[src/rtl/combo_input_ctrl.sv]
// rtl/combo_input_ctrl.sv - button synchronize/debounce/edge pulse and combination store/compare
// Buttons are active-low; the debounced level idles high (released) and a press pulses once.
module combo_input_ctrl #(
  parameter int          DEBOUNCE_CYCLES = 16,
  parameter logic [3:0]  RESET_COMBO     = 4'b0110
) (
  input  logic       Clock,
  input  logic       Reset,
  input  logic       enter_btn,
  input  logic       change_btn,
  input  logic [3:0] sw,
  input  logic       set,
  output logic       enter,
  output logic       change,
  output logic       isCombo,
  output logic [3:0] combo
);

  localparam int               CNT_W   = $clog2(DEBOUNCE_CYCLES + 1);
  localparam logic [CNT_W-1:0] CNT_MAX = CNT_W'(DEBOUNCE_CYCLES);

  logic [1:0]       raw_btn;
  logic [1:0]       bsync1_q, bsync2_q;
  logic [1:0]       db_q, db_d;
  logic [1:0]       pulse_q, pulse_d;
  logic [CNT_W-1:0] cnt_q [2];
  logic [CNT_W-1:0] cnt_d [2];

  logic [3:0] sw_s1_q, sw_s_q;
  logic [3:0] combo_q, combo_d;
  logic       is_combo_q;
  logic       set_q;

  assign raw_btn = {change_btn, enter_btn};

  // Index 0 is enter, index 1 is change; pulse fires only on the released->pressed flip.
  always_comb begin
    db_d    = db_q;
    pulse_d = 2'b00;
    for (int i = 0; i < 2; i++) begin
      cnt_d[i] = cnt_q[i];
      if (bsync2_q[i] == db_q[i]) begin
        cnt_d[i] = '0;
      end else if (cnt_q[i] == CNT_MAX) begin
        db_d[i]    = bsync2_q[i];
        cnt_d[i]   = '0;
        pulse_d[i] = db_q[i];
      end else begin
        cnt_d[i] = cnt_q[i] + CNT_W'(1);
      end
    end
  end

  always_comb begin
    combo_d = combo_q;
    if (set && !set_q) begin
      combo_d = sw_s_q;
    end
  end

  always_ff @(posedge Clock or posedge Reset) begin
    if (Reset) begin
      bsync1_q   <= 2'b11;
      bsync2_q   <= 2'b11;
      db_q       <= 2'b11;
      pulse_q    <= 2'b00;
      for (int i = 0; i < 2; i++) begin
        cnt_q[i] <= '0;
      end
      sw_s1_q    <= 4'b0000;
      sw_s_q     <= 4'b0000;
      combo_q    <= RESET_COMBO;
      is_combo_q <= 1'b0;
      set_q      <= 1'b0;
    end else begin
      bsync1_q   <= raw_btn;
      bsync2_q   <= bsync1_q;
      db_q       <= db_d;
      pulse_q    <= pulse_d;
      for (int i = 0; i < 2; i++) begin
        cnt_q[i] <= cnt_d[i];
      end
      sw_s1_q    <= sw;
      sw_s_q     <= sw_s1_q;
      combo_q    <= combo_d;
      is_combo_q <= (sw_s_q == combo_q);
      set_q      <= set;
    end
  end

  assign enter   = pulse_q[0];
  assign change  = pulse_q[1];
  assign isCombo = is_combo_q;
  assign combo   = combo_q;

endmodule

[config.mk]
export PLATFORM = sky130hd
export DESIGN_NAME = combo_input_ctrl
export DESIGN_NICKNAME = d
export VERILOG_FILES = /design/src/rtl/combo_input_ctrl.sv
export SDC_FILE = /design/constraint.sdc
export NUM_CORES = 1
export LEC_CHECK = 0
export ABC_AREA = 1
export BUFFER_PORTS_ARGS = -buffer_cell sky130_fd_sc_hd__buf_2
export CAP_MARGIN = 5
export CORE_UTILIZATION = 50
export DETAILED_ROUTE_END_ITERATION = 12
export GPL_TIMING_DRIVEN = 0
export PLACE_DENSITY_LB_ADDON = 0.12
export SYNTH_ARGS = -nofsm -noshare
export SYNTH_HDL_FRONTEND = slang
export SYNTH_SLANG_ARGS = --single-unit
export TNS_END_PERCENT = 50
[constraint.sdc]
create_clock -name Clock -period 1.1 [get_ports Clock]
set_input_delay 0.055 -clock Clock [delete_from_list [all_inputs] [get_ports Clock]]
set_output_delay 0.055 -clock Clock [all_outputs]
set_load 0.02 [all_outputs]
==> results.json, run 1 <==
{
  "area_growth_pct": 25.8,
  "io_pins": 16,
  "synth_most_common_cell": "nand2_1",
  "vdd_drop_max_mv": 1.15,
  "vias": 867,
  "worst_pin_slew_ns": 0.596,
  "synthArstFlopShare_pct": 100,
  "synthTopCellsByCount": "nand2_1, dfrtp_1, inv_1",
  "path_clk_slew_ns": 0.09,
  "switchingPower_w": 0.000549,
  "clk_latency_ns": 0.33,
  "fillers": 181,
  "start_util_pct": 54.6,
  "grt_max_degree": 33,
  "r2r_start": "cnt_q[5]$_DFF_PP0_",
  "synth_top_family_by_area": "simple AND/OR/NAND/NOR gates",
  "r2r_cells": 7,
  "p_int_w": 0.00175,
  "slew-limit-headroom_pct": 60.2,
  "path_max_fanout": 3,
  "path_class": "register to output port",
  "cts_tree": "yes",
  "maxCapViolCount": 0,
  "yosys.area.top_type": "dfrtp_1",
  "worstPathRequired_ns": 1.04,
  "reg2reg_to": "db_q[0]$_DFFE_PP1P_",
  "timing.hold.ws_ns": 0.340,
  "power.leakage_nw": 0.779,
  "setup_viol": 0,
  "place_inst": 163,
  "cp_num_buf_inv": 1,
  "cts.path.max_buffers": 2,
  "slew_violations": 0,
  "worst-r2r-setup-slack_ns": 0.06,
  "grt_antenna_before_repair": 0,
  "yosys.area.top_type_share_pct": 47.9,
  "finalCriticalPeriod_ns": 1.06,
  "post_cts_buffers": 0,
  "grt_pass1_wl_um": 3360,
  "dieHeight_um": 52.1,
  "cts_sinks": 32,
  "drt-initial-drc-count": 17,
  "seq_power_share_pct": 56.8,
  "n_antenna_cell": 0,
  "place_congestion": 0.710,
  "grt_pass1_vias": 864,
  "status": "finished clean",
  "syn_area_um2": 1250,
  "final_nets": 164,
  "die_w_um": 52.1,
  "pwr-share-comb_pct": 10.9,
  "critPathLaunchType": "register",
  "p_sw_share_pct": 23.9,
  "grtUsageTotal_pct": 18.2,
  "rsz0062_at_grt": "true",
  "synth_flop_cell": "dfrtp_1",
  "syn_nets": 133,
  "cp_cell_sequence": "buf_6",
  "final_util_pct": 68.7,
  "syn_inst": 120,
  "wirelength_um": 2020,
  "yosys.area_share.simple_pct": 19.0,
  "synth_area_leaders": "dfrtp_1, dfstp_2, nand2_1, inv_1, xnor2_1",
  "synth_compound_area_share_pct": 1.40,
  "layout-drive-gt1-share_pct": 30.9,
  "synth.avg_cell_area_um2": 10.4,
  "ys_seq_area_share_pct": 64.7,
  "synth_edf_count": 0,
  "dieArea_um2": 2710,
  "crit_cells": 1,
  "crit_end": "combo[2]",
  "clkPwrFrac_pct": 32.3,
  "portBuffers": 15,
  "cp.arrival_ns": 1.01,
  "final.setup_skew_ns": 0.0116,
  "hp-class": "primary input to async pin",
  "cp_slowest_cell": "dfstp_2",
  "synthXorXnorAreaFrac_pct": 5.59,
  "viasPerCell": 4.82,
  "synthMuxAreaShare_pct": 0,
  "crit_path_end_kind": "output port",
  "htree_levels": 2,
  "numCtsBuffers": 5,
  "post_drt_wl_per_cell_um": 11.2,
  "synthDistinctLibCells": 16,
  "synthAdderAreaFrac_pct": 3.99,
  "grt.overflow.total": 0,
  "ys_seq_elements": 32,
  "max_freq_ghz": 0.940,
  "drc": 0,
  "finalHoldViolCount": 0,
  "p_per_area_nw_per_um2": 1460,
  "fin_cells": 180,
  "slowest_delay_ns": 0.57,
  "core_area_um2": 2300,
  "place_area_um2": 1360,
  "tns_ns": 0,
  "path_delay_family": "flip-flops",
  "dp_hpwl_um": 1330,
  "stdcell_area_um2": 1580,
  "ys_warn_count": 0,
  "root_buffer": "clkbuf_4",
  "worstSetupStartpoint": "combo[2]$_DFFE_PP1P_",
  "antenna_left": 0,
  "first_pass_iters": 4,
  "num_rows": 17,
  "min_period_over_period_pct": 96.7
}
==> worst min path at each step <==
stage	from	to	slack (ns)	cells past startpoint
after floorplan	enter_btn	bsync1_q[0]$_DFF_PP1_	0.06	0
after global placement	change_btn	bsync1_q[1]$_DFF_PP1_	0.16	1
after detailed placement	enter_btn	bsync1_q[0]$_DFF_PP1_	0.16	1
after CTS	Reset	pulse_q[1]$_DFF_PP0_	0.04	2
after global routing	sw[0]	sw_s1_q[0]$_DFF_PP0_	0.34	2
final	Reset	pulse_q[1]$_DFF_PP0_	0.34	3
==> what timing repair did <==
action | 4_1_cts | 5_1_grt
pin swaps | 0 | 6
hold buffers | 7 | 1
gates cloned | 0 | 0
endpoints found under the hold margin | 9 | 10
setup endpoints to repair | 2 | 10
gates resized for setup | 2 | 17
==> layout by cell type, fill, tap and decap left out <==
master | synthesis | final
dfstp_2 | 8 | 8
clkbuf_4 | 0 | 5
o21ai_1 | 0 | 1
dfrtp_1 | 24 | 24
clkbuf_1 | 0 | 1
nor2_2 | 1 | 4
inv_1 | 18 | 16
nor2_1 | 14 | 11
a21boi_0 | 1 | 1
clkbuf_8 | 0 | 2
ha_2 | 0 | 2
dlygate4sd3_1 | 0 | 8
nand3_1 | 10 | 8
nand2_2 | 1 | 4
nand2_4 | 0 | 1
a21oi_1 | 1 | 1
xor2_1 | 1 | 1
buf_6 | 0 | 2
nand2_1 | 25 | 21
inv_2 | 0 | 2
buf_8 | 0 | 1
ha_1 | 4 | 2
buf_2 | 0 | 13
nand4_1 | 3 | 3
nand3_2 | 1 | 3
xnor2_1 | 7 | 7
==> per-stage QoR <==
stage          setup WS (ns)  total power [W]
3_3_place_gp         -0.0109          0.00152
3_5_place_dp         -0.0482          0.00153
4_1_cts              0.00819          0.00230
2_1_floorplan          0.113          0.00146
5_1_grt              -0.0149          0.00243
6_report              0.0359          0.00230
==> state kept, by name, summed over array words and instances (netlist names) <==
| register | flops |
|---|---|
| bsync1_q | 2 |
| bsync2_q | 2 |
| cnt_q | 10 |
| combo | 4 |
| db_q | 2 |
| isCombo | 1 |
| pulse_q | 2 |
| set_q | 1 |
| sw_s1_q | 4 |
| sw_s_q | 4 |
==> power groups by stage <==
stage          clock network [W]  logic (W)  registers, W
3_3_place_gp                   0   0.000200       0.00132
5_1_grt                 0.000832   0.000283       0.00131
3_5_place_dp                   0   0.000207       0.00133
6_report                0.000742   0.000250       0.00131
4_1_cts                 0.000769   0.000231       0.00130
2_1_floorplan                  0   0.000116       0.00135
==> kinds of logic (layout without fill, tap and decap cells) <==
family,Yosys count,count (layout)
flip-flops,32,32
AND/OR/NAND/NOR,55,55
adder cells (fa/ha/maj),4,4
buffers and inverters,18,50
AO/OA/AOI/OAI,3,3
XOR/XNOR,8,8
==> layer usage <==
layer | wire length [um] | vias up | GRT usage (%) | share of wire [%]
met2 | 1090 | 12 | 31.0 | 54
met1 | 864 | 424 | 18.1 | 43
met3 | 61 | 0 | 8.77 | 3.0
met4 | 0 | 0 | 9.46 | 0
met5 | 0 | - | 0 | 0
li1 | - | 431 | - | -
==> layout make-up <==
type                            instances  area [um^2]  share of cell area (%)
Clock buffer                            8         68.8                    4.36
Timing Repair Buffer                   24          183                    11.6
Tap cell                               28         35.0                    2.22
Inverter                               18         67.6                    4.28
Sequential cell                        32          811                    51.4
Multi-Input combinational cell         70          413                    26.2
Note: power is estimated with default switching activity, not from simulation.
==> inputs of run 2 (changes only) <==
--- a/config.mk
+++ b/config.mk
@@ -11,7 +11,7 @@
 export CORE_UTILIZATION = 50
 export DETAILED_ROUTE_END_ITERATION = 12
 export GPL_TIMING_DRIVEN = 0
-export PLACE_DENSITY_LB_ADDON = 0.12
+export PLACE_DENSITY = 0.69
 export SYNTH_ARGS = -nofsm -noshare
 export SYNTH_HDL_FRONTEND = slang
 export SYNTH_SLANG_ARGS = --single-unit
==> run 2 against run 1 <==
Effect of this change: wire length is 7.7% higher; total power shrank 1.1%; sequential share of layout area down 1.7 points; via count rose by 4.0%; highest routed layer is now met4; worst hold slack worse by 0.12 ns; register-to-register slack got worse by 0.02 ns; critical path type unchanged; largest cell class unchanged; clock power decreased by 8.8%; core utilization grew 2.3 points; die area unchanged.
==> results.json, run 2 (synthesized netlist as in run 1, its figures left out) <==
{
  "p_per_area_nw_per_um2": 1390,
  "dp_hpwl_um": 1350,
  "vias": 902,
  "slew_violations": 0,
  "htree_levels": 2,
  "mostFrequentLayoutCells": "dfrtp_1, nand2_1, inv_1, nor2_1, buf_2",
  "core_area_um2": 2300,
  "place_inst": 163,
  "vdd_drop_max_mv": 1.02,
  "area_growth_pct": 30.1,
  "fin_cells": 185,
  "cp_slowest_cell": "dfstp_2",
  "critPathLaunchType": "register",
  "r2r_start": "bsync2_q[0]$_DFF_PP1_",
  "min_period_over_period_pct": 97.1,
  "path_max_fanout": 3,
  "cp_cell_sequence": "buf_6",
  "drt-initial-drc-count": 24,
  "rsz0062_at_grt": "true",
  "final.setup_skew_ns": 0.00828,
  "layout-drive-gt1-share_pct": 31.2,
  "status": "finished clean",
  "grt.overflow.total": 0,
  "slew-limit-headroom_pct": 78.2,
  "path_delay_family": "flip-flops",
  "num_rows": 17,
  "first_pass_iters": 4,
  "cts.path.max_buffers": 2,
  "drc": 0,
  "grt_pass1_vias": 866,
  "worstPathRequired_ns": 1.04,
  "grt_max_degree": 33,
  "worst_pin_slew_ns": 0.326,
  "timing.hold.ws_ns": 0.223,
  "numCtsBuffers": 5,
  "final_nets": 169,
  "slowest_delay_ns": 0.57,
  "portBuffers": 15,
  "n_antenna_cell": 0,
  "cts_sinks": 32,
  "fillers": 161,
  "reg2reg_to": "cnt_q[7]$_DFF_PP0_",
  "crit_cells": 1,
  "clk_latency_ns": 0.32,
  "wirelength_um": 2170,
  "cp_num_buf_inv": 1,
  "mostFrequentLayoutCell": "dfrtp_1",
  "largest_reg_flops": 10,
  "maxCapViolCount": 0,
  "grt_pass1_wl_um": 3480,
  "power.leakage_nw": 0.806,
  "finalHoldViolCount": 0,
  "r2r_cells": 5,
  "regMostFlops": "cnt_q",
  "path_class": "register to output port",
  "grt_antenna_before_repair": 0,
  "dieHeight_um": 52.1,
  "crit_path_end_kind": "output port",
  "post_drt_wl_per_cell_um": 11.7,
  "finalCriticalPeriod_ns": 1.07,
  "max_freq_ghz": 0.937,
  "worst-r2r-setup-slack_ns": 0.04,
  "start_util_pct": 54.6,
  "hp-class": "primary input to async pin",
  "root_buffer": "clkbuf_4",
  "path_clk_slew_ns": 0.09,
  "io_pins": 16,
  "antenna_left": 0,
  "setup_viol": 0,
  "place_congestion": 0.720,
  "worstSetupStartpoint": "combo[1]$_DFFE_PP1P_",
  "die_w_um": 52.1,
  "cts_tree": "yes",
  "crit_end": "combo[1]",
  "dieArea_um2": 2710,
  "power.total_w": 0.00227,
  "viasPerCell": 4.88,
  "grtUsageTotal_pct": 18.7,
  "cp.arrival_ns": 1.01
}
==> run 2: what timing repair did <==
item,4_1_cts,5_1_grt
pin swaps,0,4
setup buffers,2,3
resized for setup,3,15
hold endpoints to repair,9,26
cloned,0,0
endpoints found under the setup margin,7,10
hold buffers,7,1
==> run 2: final cells by class <==
| type | count | area, um^2 | share of cell area (%) |
|---|---|---|---|
| flip-flops and latches | 32 | 811 | 49.7 |
| inverters | 18 | 67.6 | 4.14 |
| multi-input cells | 70 | 427 | 26.2 |
| clock buffers | 8 | 58.8 | 3.60 |
| repair buffers | 29 | 233 | 14.3 |
| well taps | 28 | 35.0 | 2.15 |
==> run 2: worst min-delay path: stages <==
cell	delay [ns]
dlygate4sd3_1	0.53
buf_2	0.12
inv_1	0.25
==> run 2: power by group <==
part           internal, W  switching, W  leakage [nW]
sequential         0.00125     0.0000528         0.390
combinational     0.000146      0.000143         0.384
clock             0.000315      0.000362        0.0326
total              0.00171      0.000558         0.806
==> run 2: routing by layer <==
layer / part of all wire, % / GRT usage, % / vias to the layer above
met3: 4.5 / 8.48 / 6
met5: 0 / 0 / -
met1: 40 / 19.7 / 432
li1: - / - / 442
met4: 2.0 / 10.4 / 0
met2: 54 / 30.8 / 22
==> run 2: per-stage QoR <==
stage / worst slack [ns] / utilization (%) / instance area, um^2 / TNS (ns)
finish: 0.0322 / 71.0 / 1630 / 0
global route: -0.0275 / 71.0 / 1630 / -0.0645
global placement: -0.0121 / 59.4 / 1360 / -0.268
detailed placement: -0.0362 / 59.4 / 1360 / -0.387
floorplan: 0.113 / - / 1250 / 0
CTS: -0.00132 / 65.8 / 1510 / -0.00132
==> run 2: worst min-delay path by stage <==
stage / startpoint / to / depth (start not counted)
2_1_floorplan: enter_btn / bsync1_q[0]$_DFF_PP1_ / 0
3_3_place_gp: change_btn / bsync1_q[1]$_DFF_PP1_ / 1
3_5_place_dp: enter_btn / bsync1_q[0]$_DFF_PP1_ / 1
4_1_cts: Reset / set_q$_DFF_PP0_ / 2
5_1_grt: Reset / pulse_q[0]$_DFF_PP0_ / 3
6_report: Reset / pulse_q[0]$_DFF_PP0_ / 3
